## src/rtl/sync_fifo_param.sv

```systemverilog
// sync_fifo_param: single-clock parametrised FIFO.
// Exact count-decoded flags, error pulses, registered or FWFT read.
module sync_fifo_param #(
  parameter int D_LENGTH = 8,
  parameter int A_LENGTH = 4,
  parameter int AE_LEVEL = 2,
  parameter int AF_LEVEL = 14,
  parameter int FWFT     = 0
) (
  input  logic                clk,
  input  logic                reset,
  input  logic                wr_en,
  input  logic [D_LENGTH-1:0] data_in,
  input  logic                rd_en,
  output logic [D_LENGTH-1:0] data_out,
  output logic [A_LENGTH:0]   fill_count,
  output logic                f_empty,
  output logic                f_full,
  output logic                f_almost_empty,
  output logic                f_almost_full,
  output logic                f_half,
  output logic                f_healthy,
  output logic                f_overflow,
  output logic                f_underflow
);

  localparam int DEPTH = 2 ** A_LENGTH;
  localparam int CW    = A_LENGTH + 1;

  localparam logic [A_LENGTH:0] DEPTH_C = CW'(DEPTH);
  localparam logic [A_LENGTH:0] HALF_C  = CW'(DEPTH / 2);
  localparam logic [A_LENGTH:0] AE_C    = CW'(AE_LEVEL);
  localparam logic [A_LENGTH:0] AF_C    = CW'(AF_LEVEL);

  logic [D_LENGTH-1:0] mem [DEPTH];
  logic [A_LENGTH-1:0] wr_ptr;
  logic [A_LENGTH-1:0] rd_ptr;
  logic [A_LENGTH:0]   count;
  logic                wr_acc;
  logic                rd_acc;

  // Requests in a reset cycle are dropped.
  assign wr_acc = wr_en & ~f_full & ~reset;
  assign rd_acc = rd_en & ~f_empty & ~reset;

  // Pointer and occupancy registers.
  always_ff @(posedge clk) begin
    if (reset) begin
      wr_ptr <= '0;
      rd_ptr <= '0;
      count  <= '0;
    end else begin
      if (wr_acc) wr_ptr <= wr_ptr + 1'b1;
      if (rd_acc) rd_ptr <= rd_ptr + 1'b1;
      unique case ({wr_acc, rd_acc})
        2'b10:   count <= count + 1'b1;
        2'b01:   count <= count - 1'b1;
        default: count <= count;
      endcase
    end
  end

  // Storage array, deliberately not reset.
  always_ff @(posedge clk) begin
    if (wr_acc) mem[wr_ptr] <= data_in;
  end

  // Error pulses one cycle after a refused request.
  always_ff @(posedge clk) begin
    if (reset) begin
      f_overflow  <= 1'b0;
      f_underflow <= 1'b0;
    end else begin
      f_overflow  <= wr_en & f_full;
      f_underflow <= rd_en & f_empty;
    end
  end

  assign fill_count     = count;
  assign f_empty        = (count == '0);
  assign f_full         = (count == DEPTH_C);
  assign f_almost_empty = (count <= AE_C);
  assign f_almost_full  = (count >= AF_C);
  assign f_half         = (count >= HALF_C);
  assign f_healthy      = (count > AE_C) && (count < AF_C);

  generate
    if (FWFT != 0) begin : g_fwft
      assign data_out = f_empty ? '0 : mem[rd_ptr];
    end else begin : g_reg
      logic [D_LENGTH-1:0] dout_q;
      // Registered read port, holds between reads.
      always_ff @(posedge clk) begin
        if (reset)       dout_q <= '0;
        else if (rd_acc) dout_q <= mem[rd_ptr];
      end
      assign data_out = dout_q;
    end
  endgenerate

endmodule

```

## config.mk

```make
export PLATFORM = sky130hd
export DESIGN_NAME = sync_fifo_param
export DESIGN_NICKNAME = d
export VERILOG_FILES = /design/src/rtl/sync_fifo_param.sv
export SDC_FILE = /design/constraint.sdc
export NUM_CORES = 1
export LEC_CHECK = 0
export CAP_MARGIN = 40
export CELL_PAD_IN_SITES_DETAIL_PLACEMENT = 2
export CELL_PAD_IN_SITES_GLOBAL_PLACEMENT = 2
export CORE_UTILIZATION = 49
export DETAILED_ROUTE_END_ITERATION = 6
export PLACE_DENSITY = 0.95
export SLEW_MARGIN = 0
export SYNTH_ARGS = -nofsm -noshare
export SYNTH_HDL_FRONTEND = slang
export SYNTH_SLANG_ARGS = --single-unit
```

## constraint.sdc

```tcl
create_clock -name clk -period 7.5 [get_ports clk]
set_clock_uncertainty 0.1 [all_clocks]
set_input_delay 1.5 -clock clk [delete_from_list [all_inputs] [get_ports clk]]
set_output_delay 1.5 -clock clk [all_outputs]
set_load 0.01 [all_outputs]
```

==> metrics <==
most frequent cell after synthesis edfxtp_1; Cells after Synth 334; drt via density 6.10; synthesized area per cell 18.3 µm²; final setup fails 0; initial antenna violation count 0; vias in the first global route 3,658; R2R Path Start fill_count[0]; maxcap violations 0; IO buf count 32; cell taking the most area after synthesis edfxtp_1; Hold Violations, Final 0; TritonCTS clock tree done; Die W 114 µm; Worst Reg2Reg Path Length in Cells 10; largest net degree at the start of global routing 36; Overflow after GRT 0; Initial DRT Pass Iterations 5; Starting DRT DRC Count 355; CP max FO 20; P_leak 0.00240 µW; Antenna Nets Post-Route 0; Tmin final 5.11 ns; Nets 408; Post-Syn Area 6120 µm²; Worst setup SP type input pin; # DRC 0; crit path capture type flip-flop; Routability Congestion 0.683; R2R setup slack 4.05 ns; IR drop worst, VDD 0.247 mV; Peak Freq 196 MHz; final setup TNS 0 ns; multi-input gate area in the final layout 1640 µm²; H-tree Lvls 4; post-CTS setup buffers 0; clock root cell clkbuf_16; register area share after synthesis 70.3%; Final Cycle Share 68.2%; drt total wl 18,600 µm; share of the synthesized area in the top cell type 62.8%; DP HPWL 10,800 µm; top-level I/O count 33; most frequent cells after synthesis 128 x edfxtp_1, 28 x nor2_1, 23 x dfxtp_1; Top FF cell, synth edfxtp_1; Placeable Area 12,100 µm²; Synth Warn # 0; row count 40; Synthesized Nets 356; Vias 3,460; post-route cell area 7220 µm²; worst hold stages 1; post-DR wirelength/cell 32.8 µm; Die Span Y 114 µm; max-slew violations 0; Worst Setup Slack, final 2.39 ns; Hold EP data_out[1]; first-pass GRT wire length 26,900 µm; power density over the cells 272 nW/µm²; CTS sink count 151; Area Growth Syn to Fin 18.1%; Slew @ Worst Pin 0.877 ns; Critical Path Slowest Stage Cell clkdlybuf4s50_1; synth top area cells edfxtp_1 63%, dfxtp_1 7.5%, mux4_2 7.0%; cell mode on critical path ha_1; share of layout cells above drive strength 1 19.0%; synth unique cells 40; number of synthesized flops with an enable pin 128; WS Path Type input pin to flip-flop; FILL cells 999; die area 12,900 µm²; Async SR Flop Fraction 0%; R2R Path End fill_count[4]; Place WS 2.20 ns; Initial Utilization 50.5%; status finished clean; post-synthesis register bit count 151; crit path DAT 5.34 ns; Antenna diodes 0; cts hold-fix bufs 0; worst skew pair latency 0.44 ns; crit-path max cell delay 0.87 ns; Worst Path Required 7.73 ns; Rel. slew slack 41.3%; CTS Buf Count 17; Clock Tree Buf Depth 2; critical path, cell by cell clkdlybuf4s50_1, nand2b_1, a21oi_2, inv_1, ha_1, ha_1, nor2b_1, o21ai_0, a21oi_1, or3b_1, mux2_2; RSZ-0062 raised after global routing no; area of placed instances 6580 µm²; GR Util All Layers 30.9%; Seq. cell area 4310 µm²; hold path start data_out[1]; hold crit path type flip-flop to flip-flop; clock-pin slew on the worst setup and hold paths 0.07 ns; Post-CTS Resized 0
==> flip-flops by register name, summed over array words and instances (netlist names) <==
name,count
rd_ptr,4
f_overflow,1
wr_ptr,4
fill_count,5
f_underflow,1
mem,128
data_out,8
==> critical path, delay by kind of cell <==
| kind | cells | cell delay (ns) |
|---|---|---|
| AO/OA/AOI/OAI | 3 | 0.91 |
| adder cells (fa/ha/maj) | 2 | 0.64 |
| buffers and inverters | 2 | 1.01 |
| multiplexers | 1 | 0.28 |
| AND/OR/NAND/NOR | 3 | 0.98 |
==> stage by stage <==
stage	hold slack [ns]	utilization (%)	power, µW	instances
6_report	0.392	59.6	1970	567
5_1_grt	0.419	59.6	2010	567
4_1_cts	0.401	59.1	1980	558
3_5_place_dp	0.368	54.3	1130	526
3_3_place_gp	0.334	54.3	1110	525
2_1_floorplan	0.397	-	1060	334
==> metal layers <==
layer | vias to the layer above | routed length (µm) | track usage [%]
met5 | - | 0 | 0
met4 | 0 | 553 | 12.9
met3 | 38 | 1010 | 5.58
met2 | 152 | 9780 | 54.0
met1 | 1848 | 7260 | 38.1
li1 | 1422 | - | -
==> layout by cell type, fill, tap and decap left out, drive strengths merged, types with 4 or more instances in the layout <==
master / count
xor2: 5
edfxtp: 128
mux4: 32
nor2: 28
inv: 15
a21oi: 6
nand2: 13
clkbuf: 21
mux2i: 17
clkdlybuf4s50: 32
ha: 9
o22ai: 4
dfxtp: 23
nor3: 5
o221ai: 4
nand2b: 7
buf: 17
a21o: 5
==> how the worst max path moves through the flow <==
stage,start,slack [ns],depth (start not counted),end
finish,reset,2.39,11,fill_count[4]
global route,reset,2.31,11,fill_count[4]
CTS,reset,2.46,11,fill_count[4]
detailed placement,reset,2.20,11,fill_count[4]
global placement,reset,2.66,11,fill_count[4]
floorplan,reset,3.59,11,fill_count[4]
==> final cells by class <==
class                           instances  area share [%]
Inverter                               11           0.606
Tap cell                              168            2.91
Clock inverter                         11            1.58
Multi-Input combinational cell        156            22.7
Clock buffer                           21            6.37
Sequential cell                       151            59.6
Timing Repair Buffer                   49            6.20
==> cells by family (layout without fill, tap and decap cells) <==
| logic type | Yosys count | in the layout | share of synthesized area, % |
|---|---|---|---|
| compound gates | 23 | 23 | 2.56 |
| xor+xnor | 8 | 8 | 1.15 |
| fa+ha+maj | 10 | 10 | 2.17 |
| buf+inv | 27 | 92 | 2.82 |
| flops | 151 | 151 | 70.3 |
| mux | 50 | 50 | 15.5 |
| simple gates | 65 | 65 | 5.42 |
==> power by group <==
part,switching [µW],total (µW),internal (µW)
Combinational,102,182,79.5
Clock,364,843,479
Sequential,16.8,942,926
(Power assumes the default switching activity.)
